$ cat config.mk
export PLATFORM = sky130hd
export DESIGN_NAME = pmem_arbiter
export DESIGN_NICKNAME = d
export VERILOG_FILES = /design/src/rtl/pmem_arbiter.sv
export SDC_FILE = /design/constraint.sdc
export NUM_CORES = 1
export LEC_CHECK = 0
export CORE_AREA = 2 2 496 498
export DETAILED_ROUTE_END_ITERATION = 8
export DIE_AREA = 0 0 498 500
export SLEW_MARGIN = 5
export SYNTH_ARGS = -nofsm -noshare
export SYNTH_HDL_FRONTEND = slang
export SYNTH_SLANG_ARGS = --single-unit
$ cat constraint.sdc
create_clock -name clk -period 4.6 [get_ports clk]
set_input_delay 0.46 -clock clk [delete_from_list [all_inputs] [get_ports clk]]
set_output_delay 0.46 -clock clk [all_outputs]
set_load 0.005 [all_outputs]
$ cat src/rtl/pmem_arbiter.sv
// Two-port (I/D) cache-line arbiter onto a single burst memory port, one line in flight.
// Optional: define PMEM_ARB_RR_EN for round-robin tie-breaking instead of fixed D priority.
module pmem_arbiter #(
    parameter int DATA_W    = 64,
    parameter int BURST_LEN = 4
) (
    input  logic                clk,
    input  logic                rst,

    input  logic                pmem_iread,
    input  logic                pmem_iwrite,
    input  logic [31:0]         pmem_iaddress,
    input  logic [255:0]        pmem_iwdata,
    output logic                pmem_iresp,
    output logic [255:0]        pmem_irdata,

    input  logic                pmem_dread,
    input  logic                pmem_dwrite,
    input  logic [31:0]         pmem_daddress,
    input  logic [255:0]        pmem_dwdata,
    input  logic [3:0]          pmem_dmbe,
    output logic                pmem_dresp,
    output logic [255:0]        pmem_drdata,

    output logic                mem_read,
    output logic                mem_write,
    output logic [31:0]         mem_address,
    output logic [DATA_W-1:0]   mem_wdata,
    input  logic [DATA_W-1:0]   mem_rdata,
    input  logic                mem_resp
);

    localparam int LINE_W = 256;
    localparam int BEAT_W = (BURST_LEN > 1) ? $clog2(BURST_LEN) : 1;
    localparam logic [BEAT_W-1:0] LAST_BEAT = BEAT_W'(BURST_LEN - 1);

    generate
        if (DATA_W * BURST_LEN != LINE_W) begin : g_width_check
            $error("pmem_arbiter: DATA_W*BURST_LEN must equal 256");
        end
    endgenerate

    typedef enum logic [1:0] {ST_IDLE, ST_RD, ST_WR, ST_DONE} state_t;
    typedef enum logic {OWN_I, OWN_D} owner_t;

    state_t              state_reg, state_next;
    logic [BEAT_W-1:0]   beat_reg, beat_next;
    owner_t              owner_reg, owner_next;
    logic [26:0]         line_addr_reg, line_addr_next;
    logic                is_write_reg, is_write_next;
    logic                load_wline;

    logic [DATA_W-1:0]   wbeat_reg [BURST_LEN];
    logic [DATA_W-1:0]   rbeat_reg [BURST_LEN];
    logic [LINE_W-1:0]   rline;
    logic [LINE_W-1:0]   sel_wline;
    logic [LINE_W-1:0]   done_rdata;

    logic i_req, d_req, pick_d, accept;

    // Line-granular transfers: byte enables and the in-line offset carry no information here.
    logic unused_bits;
    assign unused_bits = ^{pmem_dmbe, pmem_iaddress[4:0], pmem_daddress[4:0]};

    assign i_req  = pmem_iread | pmem_iwrite;
    assign d_req  = pmem_dread | pmem_dwrite;
    assign accept = i_req | d_req;

`ifdef PMEM_ARB_RR_EN
    owner_t last_owner_reg;

    // On a tie, the port that did not complete the most recent transfer wins.
    assign pick_d = d_req & (~i_req | (last_owner_reg == OWN_I));

    always_ff @(posedge clk) begin
        if (rst) begin
            last_owner_reg <= OWN_I;
        end else if (state_reg == ST_DONE) begin
            last_owner_reg <= owner_reg;
        end
    end
`else
    assign pick_d = d_req;
`endif

    assign sel_wline = pick_d ? pmem_dwdata : pmem_iwdata;

    always_comb begin
        state_next     = state_reg;
        beat_next      = beat_reg;
        owner_next     = owner_reg;
        line_addr_next = line_addr_reg;
        is_write_next  = is_write_reg;
        load_wline     = 1'b0;
        case (state_reg)
            ST_IDLE: begin
                if (accept) begin
                    owner_next     = pick_d ? OWN_D : OWN_I;
                    line_addr_next = pick_d ? pmem_daddress[31:5] : pmem_iaddress[31:5];
                    // A port asserting both read and write gets the write.
                    is_write_next  = pick_d ? pmem_dwrite : pmem_iwrite;
                    load_wline     = 1'b1;
                    state_next     = is_write_next ? ST_WR : ST_RD;
                end
            end
            ST_RD, ST_WR: begin
                if (mem_resp) begin
                    if (beat_reg == LAST_BEAT) begin
                        beat_next  = '0;
                        state_next = ST_DONE;
                    end else begin
                        beat_next  = beat_reg + 1'b1;
                    end
                end
            end
            ST_DONE: begin
                state_next = ST_IDLE;
            end
            default: begin
                state_next = ST_IDLE;
            end
        endcase
    end

    always_ff @(posedge clk) begin
        if (rst) begin
            state_reg     <= ST_IDLE;
            beat_reg      <= '0;
            owner_reg     <= OWN_D;
            line_addr_reg <= '0;
            is_write_reg  <= 1'b0;
        end else begin
            state_reg     <= state_next;
            beat_reg      <= beat_next;
            owner_reg     <= owner_next;
            line_addr_reg <= line_addr_next;
            is_write_reg  <= is_write_next;
        end
    end

    genvar gi;
    generate
        for (gi = 0; gi < BURST_LEN; gi++) begin : g_beat
            always_ff @(posedge clk) begin
                if (rst) begin
                    wbeat_reg[gi] <= '0;
                end else if (load_wline) begin
                    wbeat_reg[gi] <= sel_wline[gi*DATA_W +: DATA_W];
                end
            end

            always_ff @(posedge clk) begin
                if (rst) begin
                    rbeat_reg[gi] <= '0;
                end else if (state_reg == ST_RD && mem_resp && beat_reg == BEAT_W'(gi)) begin
                    rbeat_reg[gi] <= mem_rdata;
                end
            end

            assign rline[gi*DATA_W +: DATA_W] = rbeat_reg[gi];
        end
    endgenerate

    assign mem_read    = (state_reg == ST_RD);
    assign mem_write   = (state_reg == ST_WR);
    assign mem_address = {line_addr_reg, 5'b0};
    assign mem_wdata   = (state_reg == ST_WR) ? wbeat_reg[beat_reg] : '0;

    // Read data is only presented on the DONE cycle of a read; writes return zero.
    assign done_rdata  = (state_reg == ST_DONE && !is_write_reg) ? rline : '0;

    assign pmem_iresp  = (state_reg == ST_DONE) && (owner_reg == OWN_I);
    assign pmem_dresp  = (state_reg == ST_DONE) && (owner_reg == OWN_D);
    assign pmem_irdata = (owner_reg == OWN_I) ? done_rdata : '0;
    assign pmem_drdata = (owner_reg == OWN_D) ? done_rdata : '0;

`ifndef SYNTHESIS
    pmem_arbiter_rw_conflict: assert property (@(posedge clk) disable iff (rst)
        !((pmem_iread && pmem_iwrite) || (pmem_dread && pmem_dwrite)))
        else $warning("pmem_arbiter: read and write requested together on one port, write serviced");
`endif

endmodule
==> flow_summary_export.csv, run 1 <==
group,metric,value,unit
power,power_density,369,nW/um^2
global_routing,antenna_found_initial,73,
sta,skew,35.6,ps
floorplanning,rows,182,
power,power_switching,5.08,mW
clocking,cts_buffers,69,
power,p_leak,16.5,nW
worst_setup_path,reg2reg_slack,2040,ps
worst_hold_path,hp-class,"input port to flip-flop",
worst_setup_path,cpPeakStageDelay,720,ps
worst_setup_path,path_cells,"ha_1 -> and3b_4 -> buf_12 -> and2_1 -> clkdlybuf4s50_1",
synth,ys_seq_area_frac,0.580,
worst_setup_path,end_kind,"output port",
sta,final_hold_viol_count,0,
cells_and_area,area_delta_synth_final,67.3,%
worst_setup_path,worstSetupStartpointType,"flip-flop",
cells_and_area,multi_input_area,10800,um^2
worst_setup_path,critical_path_class,"flip-flop to output port",
clocking,clk_latency,690,ps
clocking,cts_tree,"built",
drt,wl,161,mm
global_routing,grt_pass1_wl,210,mm
worst_setup_path,startpoint,"state_reg[1]",
worst_setup_path,reg2reg_to,"wbeat_reg[3][40]",
worst_setup_path,slowest_stage,"clkdlybuf4s50_1",
power,pwr-share-seq,0.446,
sta,rsz0062_at_grt,"no",
sta,finalSetupTns,0,ps
clocking,cts_sinks,547,
drt,ant_nets,0,
drt,vias,23700,
sta,slew_violations,0,
synth,synth-seq-cells,547,
cells_and_area,area.sequential,16100,um^2
global_routing,grt_pass1_vias,24100,
worst_hold_path,min_to,"line_addr_reg[21]",
worst_setup_path,required,4140,ps
clocking,ctsResizeCount,0,
power,comb_power_share,0.230,
power,power_switching_share,0.297,
cells_and_area,final_common_cell,"clkdlybuf4s50_1",
clocking,clockRootBuffer,"clkbuf_16",
drt,drc,0,
cells_and_area,fin_util,0.190,
power,clockPowerShare,0.324,
global_routing,grt_usage,0.125,
synth,synth_cell_type_count,35,
drt,post_drt_wl_per_cell,22.9,um
worst_setup_path,crit_fanout,117,
clocking,cts_hold_buf,0,
worst_setup_path,r2r_start,"state_reg[0]",
global_routing,grt_overflow,0,
floorplanning,io_pins,1263,
worst_setup_path,path_buf_inv,2,
worst_setup_path,cp.arrival,3470,ps
clocking,cts_buffer_depth,3,
floorplanning,initial_core_util,0.113,
clocking,cts_max_level,3,
worst_hold_path,whs_path_depth,3,
floorplanning,core_area,244000,um^2
worst_hold_path,hp-start,"pmem_daddress[26]",
sta,fin_crit,3930,ps
cells_and_area,fill_cells,26700,
placed_design,io_buffer_count,1243,
drt,vias_per_cell,3.38,
flow_run,cap_violations,0,
cells_and_area,layout.nets,4383,
drt,drtIter0Drc,1133,
placed_design,globalplace.congestion,0.921,
status,status,"finished clean",
placed_design,dpl.cell_count,6872,
drt,first_pass_iters,5,
floorplanning,dieArea,249000,um^2
placed_design,dp.final_hpwl,131,mm
floorplanning,fp.dieW,498,um
placed_design,placed_area,44000,um^2
global_routing,grt_start_max_net_pins,194,
cells_and_area,final_area,46400,um^2
cells_and_area,final_cell_mix,"clkdlybuf4s50_1, and2_1, nand2_1, edfxtp_1, a21oi_1",
floorplanning,die_h,500,um
clocking,post_cts_buffers,0,
clocking,clk_pin_slew,60,ps
sta,worstMarginPinSlew,900,ps
sta,setup_viol,0,
sta,finalCritPeriodShare,0.855,
worst_setup_path,critical-path-top-delay-family,"buffers and inverters",
power,vdd_drop_max,0.230,mV
synth,avgSynthCellArea,10.8,um^2
power,intPower,12.0,mW
synth,yosys_warnings,0,
power,total_power,17.1,mW
worst_setup_path,reg2reg_depth,5,
cells_and_area,drive_above_1_share,0.0657,
synth,synth_area,27700,um^2
sta,relSlewSlack,0.400,
cells_and_area,stdcell_count,7014,
synth,postSynthCellCount,2554,
sta,fmax,254,MHz
==> synth_stat cells <==
library cell | count | share of area
and2_1 | 833 | 0.19
nand2_1 | 548 | 0.074
edfxtp_1 | 512 | 0.56
a21oi_1 | 259 | 0.047
clkbuf_1 | 140 | 0.019
mux4_2 | 64 | 0.052
buf_2 | 36 | 0.0065
dfxtp_1 | 35 | 0.025
mux2i_1 | 29 | 0.010
o21ai_0 | 26 | 0.0047
buf_4 | 16 | 0.0043
buf_1 | 9 | 0.0012
ha_1 | 9 | 0.0041
inv_1 | 7 | 0.00095
nor2_1 | 6 | 0.00081
nand3_1 | 5 | 0.00090
o21ai_1 | 2 | 0.00036
a211o_1 | 1 | 0.00032
a211oi_1 | 1 | 0.00027
a21oi_2 | 1 | 0.00032
a2bb2oi_1 | 1 | 0.00032
and3b_1 | 1 | 0.00032
and4_1 | 1 | 0.00032
buf_6 | 1 | 0.00041
clkbuf_2 | 1 | 0.00018
conb_1 | 1 | 0.00014
inv_2 | 1 | 0.00014
nand3_2 | 1 | 0.00036
nor2b_1 | 1 | 0.00023
nor3_1 | 1 | 0.00018
nor3b_1 | 1 | 0.00027
nor3b_2 | 1 | 0.00045
o22a_1 | 1 | 0.00032
or2_2 | 1 | 0.00023
or4_4 | 1 | 0.00041
==> metal layers <==
metal,wire [um],vias up,track usage
met5,287,-,0
met4,8740,44,0.0645
met3,13100,296,0.0421
met2,87300,1175,0.239
met1,51500,11300,0.115
li1,-,10900,-
==> per-stage QoR <==
step,hold slack [ps],setup slack (ps)
after floorplan,440,541
after global placement,438,1340
after detailed placement,443,1230
after CTS,299,501
after global routing,365,395
final,425,667
==> cell families after synthesis <==
group	count (synthesis)	synth area share
and+or+nand+nor	1401	0.267
buffers and inverters	211	0.0327
DFF	547	0.580
muxes	93	0.0625
AOI/OAI and AO/OA	292	0.0534
adders and majority gates	9	0.00407
other	1	0.000135
==> worst max path at each step <==
| stage | endpoint | slack (ps) | cells past startpoint |
|---|---|---|---|
| CTS | pmem_drdata[149] | 500 | 6 |
| floorplan | wbeat_reg[0][0] | 540 | 5 |
| finish | pmem_drdata[193] | 670 | 5 |
| detailed placement | wbeat_reg[2][12] | 1230 | 6 |
| global placement | wbeat_reg[0][13] | 1340 | 6 |
| global route | pmem_drdata[193] | 390 | 5 |
==> worst min-delay path, cell delays in order <==
cell             delay, ps
clkdlybuf4s50_1        400
mux2i_1                110
o21ai_0                 80
==> area by class of cell <==
cell class                      instances  area share
Multi-Input combinational cell       1800       0.234
Tap cell                             3220      0.0869
Sequential cell                       547       0.347
Clock buffer                           83      0.0402
Clock inverter                         38     0.00888
Inverter                                8    0.000810
Antenna cell                           21     0.00113
Timing Repair Buffer                 1297       0.281
==> power groups by stage <==
stage	sequential [mW]	clock, mW	combinational, mW
2_1_floorplan	7.29	0	1.92
3_3_place_gp	7.74	0	4.00
3_5_place_dp	7.79	0	4.03
4_1_cts	7.70	5.79	4.05
5_1_grt	7.76	5.94	4.26
6_report	7.63	5.55	3.93
No activity file was read; power rests on OpenSTA's default activity.
==> inputs of run 2 (changes only) <==
ABC_AREA = 1   (was unset)
CORE_AREA = 2 2 497 499   (was 2 2 496 498)
DIE_AREA = 0 0 499 501   (was 0 0 498 500)
==> flow_summary_export.csv, run 2 <==
group,metric,value,unit
power,p_leak,16.6,nW
cells_and_area,final_cell_mix,"clkdlybuf4s50_1, nor2_1, edfxtp_1, nor3_2, o21ai_0",
synth,synth_edf_count,512,
synth,postSynthCellCount,3382,
global_routing,grt_pass1_vias,28900,
placed_design,io_buffer_count,1243,
cells_and_area,layout.nets,5126,
sta,final_hold_viol_count,0,
drt,vias_per_cell,3.79,
worst_setup_path,startpoint,"state_reg[1]",
clocking,clockRootBuffer,"clkbuf_16",
sta,setup_viol,0,
clocking,cts_buffers,67,
global_routing,grt_start_max_net_pins,132,
placed_design,dp_slack,1230,ps
synth,yosys-top-cells-area,"edfxtp_1, nor3_2, o21ai_0, nor2_1, a21oi_1",
global_routing,grt_util_met3,0.0339,
synth,yosys_warnings,0,
floorplanning,initial_core_util,0.129,
global_routing,use_met2,0.247,
worst_setup_path,worstSetupStartpointType,"flip-flop",
clocking,cts_hold_buf,0,
synth,synth_cell_type_count,26,
worst_setup_path,required,4140,ps
power,vdd_drop_max,0.254,mV
clocking,post_cts_buffers,0,
placed_design,dp.final_hpwl,141,mm
worst_setup_path,end_kind,"output port",
cells_and_area,area.sequential,16100,um^2
sta,relSlewSlack,0.301,
global_routing,use_met1,0.140,
worst_setup_path,reg2reg_slack,1800,ps
worst_setup_path,endpoint,"pmem_drdata[31]",
clocking,cts_tree,"built",
synth,synth.most_common_cell,"nor2_1",
worst_setup_path,reg2reg_depth,7,
global_routing,grt_overflow,0,
drt,drtIter0Drc,2512,
worst_setup_path,reg2reg_to,"rbeat_reg[1][50]",
status,status,"finished clean",
global_routing,grt_pass1_wl,234,mm
synth,netlist.area_leader.share,0.486,
sta,rsz0062_at_grt,"no",
synth,synthTopCellsByCount,"nor2_1, edfxtp_1, nor3_2, o21ai_0, inv_1",
drt,vias,29400,
floorplanning,dieArea,250000,um^2
floorplanning,io_pins,1263,
synth,synth_area,31600,um^2
cells_and_area,drive_above_1_share,0.152,
power,power_density,374,nW/um^2
cells_and_area,fill_cells,26800,
sta,slew_violations,0,
worst_setup_path,critical_path_class,"flip-flop to output port",
floorplanning,core_area,245000,um^2
sta,worstMarginPinSlew,1050,ps
global_routing,grt_usage,0.135,
clocking,cts_sinks,547,
floorplanning,fp.dieW,499,um
placed_design,globalplace.congestion,0.924,
sta,finalCritPeriodShare,0.844,
worst_setup_path,cp.arrival,3420,ps
sta,layout_setup_ws,717,ps
drt,drc,0,
global_routing,antenna_found_initial,66,
placed_design,dpl.cell_count,7617,
synth,synth-seq-cells,547,
cells_and_area,area_delta_synth_final,56.1,%
flow_run,cap_violations,0,
drt,post_drt_wl_per_cell,22.7,um
worst_setup_path,crit_fanout,51,
cells_and_area,stdcell_count,7758,
drt,wl,176,mm
sta,fmax,258,MHz
clocking,clk_pin_slew,60,ps
floorplanning,rows,182,
synth,yosys.area.top_type,"edfxtp_1",
synth,ys_async_sr_fraction,0,
drt,first_pass_iters,5,
drt,ant_nets,0,
sta,finalSetupTns,0,ps
clocking,clk_latency,710,ps
clocking,cts_max_level,3,
floorplanning,die_h,501,um
sta,skew,28.6,ps
sta,fin_crit,3880,ps
synth,ys_seq_area_frac,0.508,
clocking,ctsResizeCount,0,
global_routing,top_usage_layer,"met2",
synth,avgSynthCellArea,9.35,um^2
worst_setup_path,r2r_start,"state_reg[1]",
clocking,cts_buffer_depth,3,
cells_and_area,final_common_cell,"clkdlybuf4s50_1",
synth,synthFlopType,"edfxtp_1",
cells_and_area,multi_input_area,12400,um^2
worst_hold_path,hp-class,"input port to flip-flop",
## run 2: cell count changes in the layout (fill, tap and decap cells not counted), sizes merged, moves of 238 or more
| cell | before | now |
|---|---|---|
| inv | 18 | 367 |
| o21ai | 28 | 440 |
| nor2 | 6 | 519 |
| nand2 | 548 | 310 |
| nor3 | 1 | 512 |
| and2 | 833 | 0 |
## run 2: critical path, cell delays in order (launching register included)
cell and delay, ps:
dfxtp_1 370, ha_1 200, inv_1 60, or2_4 460
buf_12 310, buf_4 220, nor3_2 400, clkdlybuf4s50_1 600
## run 2: stage by stage
step	cell area [um^2]	total power, mW	hold slack, ps	utilization
after CTS	49300	18.8	312	0.202
after global routing	49400	19.4	387	0.202
final	49400	18.5	432	0.202
after global placement	47200	13.2	466	0.193
after floorplan	31600	10.4	429	-
after detailed placement	47200	13.3	465	0.193
## run 2: routing by layer
metal  vias to the layer above  share of wire
li1                      13600              -
met1                     14000           0.35
met2                      1520           0.51
met3                       308          0.076
met4                        28          0.056
met5                         -         0.0011
## run 2: power breakdown
group / total (mW) / internal (mW) / switching (mW)
registers: 7.19 / 6.75 / 0.441
logic: 5.91 / 1.95 / 3.96
clock network: 5.37 / 3.00 / 2.37
## run 2: logic make-up (layout without fill, tap and decap cells)
logic type,Yosys count,after routing,synth area share
AO/OA/AOI/OAI,765,765,0.121
adder cells (fa/ha/maj),9,9,0.00356
buffers and inverters,683,1810,0.104
flip-flops,547,547,0.508
other,1,30,0.000119
AND/OR/NAND/NOR,1377,1377,0.263
## run 2: cell type report
cell class                      count  area share
Sequential cell                   547       0.326
Clock buffer                       78      0.0348
Inverter                          363      0.0278
Tap cell                         3220      0.0816
Timing Repair Buffer             1331       0.270
Antenna cell                       25     0.00127
Clock inverter                     38     0.00861
Multi-Input combinational cell   2156       0.250
## run 2: worst min path at each step
| stage | from | endpoint | slack, ps | cells past startpoint |
|---|---|---|---|---|
| 2_1_floorplan | is_write_reg | is_write_reg | 430 | 2 |
| 3_3_place_gp | line_addr_reg[8] | line_addr_reg[8] | 470 | 2 |
| 3_5_place_dp | is_write_reg | is_write_reg | 470 | 2 |
| 4_1_cts | pmem_daddress[28] | line_addr_reg[23] | 310 | 3 |
| 5_1_grt | pmem_daddress[15] | line_addr_reg[10] | 390 | 3 |
| 6_report | pmem_daddress[28] | line_addr_reg[23] | 430 | 3 |
==> inputs of run 3 (changes only) <==
clock period = 3.43 ns   (was 4.6 ns; I/O delays follow)
==> flow_summary_export.csv, run 3 (synthesized netlist as in run 2, its figures left out) <==
group,metric,value,unit
status,status,"finished clean",
power,p_leak,17.3,nW
sta,worstMarginPinSlew,991,ps
global_routing,grt_usage,0.133,
placed_design,dp.final_hpwl,141,mm
placed_design,io_buffer_count,1243,
cells_and_area,area_delta_synth_final,59.2,%
sta,fin_crit,3360,ps
power,power_density,503,nW/um^2
worst_hold_path,hp-class,"input port to flip-flop",
drt,drtIter0Drc,2575,
cells_and_area,stdcell_count,7823,
global_routing,grt_pass1_vias,29100,
global_routing,grt_pass1_wl,233,mm
clocking,clockRootBuffer,"clkbuf_16",
sta,fmax,297,MHz
global_routing,grt_overflow,0,
placed_design,globalplace.congestion,0.939,
floorplanning,die_h,501,um
clocking,cts_hold_buf,0,
clocking,cts_buffers,68,
cells_and_area,final_common_cell,"clkdlybuf4s50_1",
floorplanning,io_pins,1263,
drt,post_drt_wl_per_cell,22.3,um
floorplanning,dieArea,250000,um^2
sta,skew,21.4,ps
cells_and_area,fill_cells,26700,
clocking,cts_tree,"built",
sta,slew_violations,0,
sta,rsz0062_at_grt,"yes",
global_routing,grt_start_max_net_pins,147,
cells_and_area,layout.nets,5197,
drt,vias,29500,
clocking,cts_buffer_depth,3,
cells_and_area,final_cell_mix,"clkdlybuf4s50_1, nor2_1, edfxtp_1, nor3_2, o21ai_0",
sta,finalCritPeriodShare,0.980,
clocking,cts_sinks,547,
sta,relSlewSlack,0.339,
flow_run,cap_violations,0,
drt,ant_nets,0,
worst_setup_path,required,3090,ps
floorplanning,rows,182,
worst_setup_path,critical_path_class,"flip-flop to output port",
floorplanning,initial_core_util,0.129,
clocking,cts_max_level,3,
cells_and_area,drive_above_1_share,0.170,
global_routing,antenna_found_initial,47,
power,vdd_drop_max,0.323,mV
clocking,clk_pin_slew,60,ps
drt,drc,0,
sta,setup_viol,0,
floorplanning,core_area,245000,um^2
worst_setup_path,crit_fanout,47,
drt,first_pass_iters,6,
floorplanning,fp.dieW,499,um
drt,vias_per_cell,3.77,
clocking,clk_latency,700,ps
placed_design,dpl.cell_count,7681,
worst_setup_path,worstSetupStartpointType,"flip-flop",
drt,wl,174,mm
sta,final_hold_viol_count,0,
worst_setup_path,cp.arrival,3020,ps
sta,whs,318,ps
worst_setup_path,end_kind,"output port",
run 3: timing repair:
item                       in CTS  in global routing
resized for setup              16                  9
setup endpoints to repair      61                 32
gates cloned                    0                  1
buffers inserted                4                  1
run 3: final timing paths:
path         slack (ps)              start                end  depth (start not counted)
max                  70       state_reg[1]   pmem_drdata[198]                          6
min                 320   pmem_daddress[6]   line_addr_reg[1]                          3
max reg2reg        1060       state_reg[1]   rbeat_reg[3][23]                          7
min reg2reg         480  line_addr_reg[14]  line_addr_reg[14]                          2
run 3: power breakdown:
part           internal, mW  switching, mW
clock network          4.04           3.22
registers              9.04          0.498
logic                  2.97           5.53
total                  16.1           9.24
run 3: per-stage QoR:
stage               power (mW)  cell area [um^2]  utilization  setup TNS, ps  setup WS, ps
finish                    25.3             50300        0.206              0          67.8
global route              26.5             50300        0.206          -30.5         -11.4
CTS                       25.6             50200        0.205          -1.05         -1.05
detailed placement        18.1             47900        0.196              0           637
global placement          18.1             47900        0.196              0           678
floorplan                 13.9             31700            -              0           347
run 3: area by class of cell:
cell class              instances  area [um^2]  share of cell area
diodes                         15         37.5            0.000746
clock buffers                  80         1770              0.0351
clock inverters                41          408             0.00810
inverters                     363         1370              0.0273
multi-input cells            2156        12400               0.247
flip-flops and latches        547        16100               0.320
well taps                    3220         4030              0.0800
repair buffers               1401        14200               0.282
run 3: metal layers:
metal	vias to the layer above	global-route usage	part of all wire
li1	13700	-	-
met1	14000	0.145	0.37
met2	1445	0.240	0.50
met3	275	0.0296	0.072
met4	14	0.0688	0.053
met5	-	0	0.00054
run 3: worst max-delay path: stages, from the launching register on:
cell and delay, ps:
dfxtp_1 360, ha_2 200, inv_1 50, or2_4 300, buf_12 190, nor3_2 460
clkdlybuf4s50_1 610
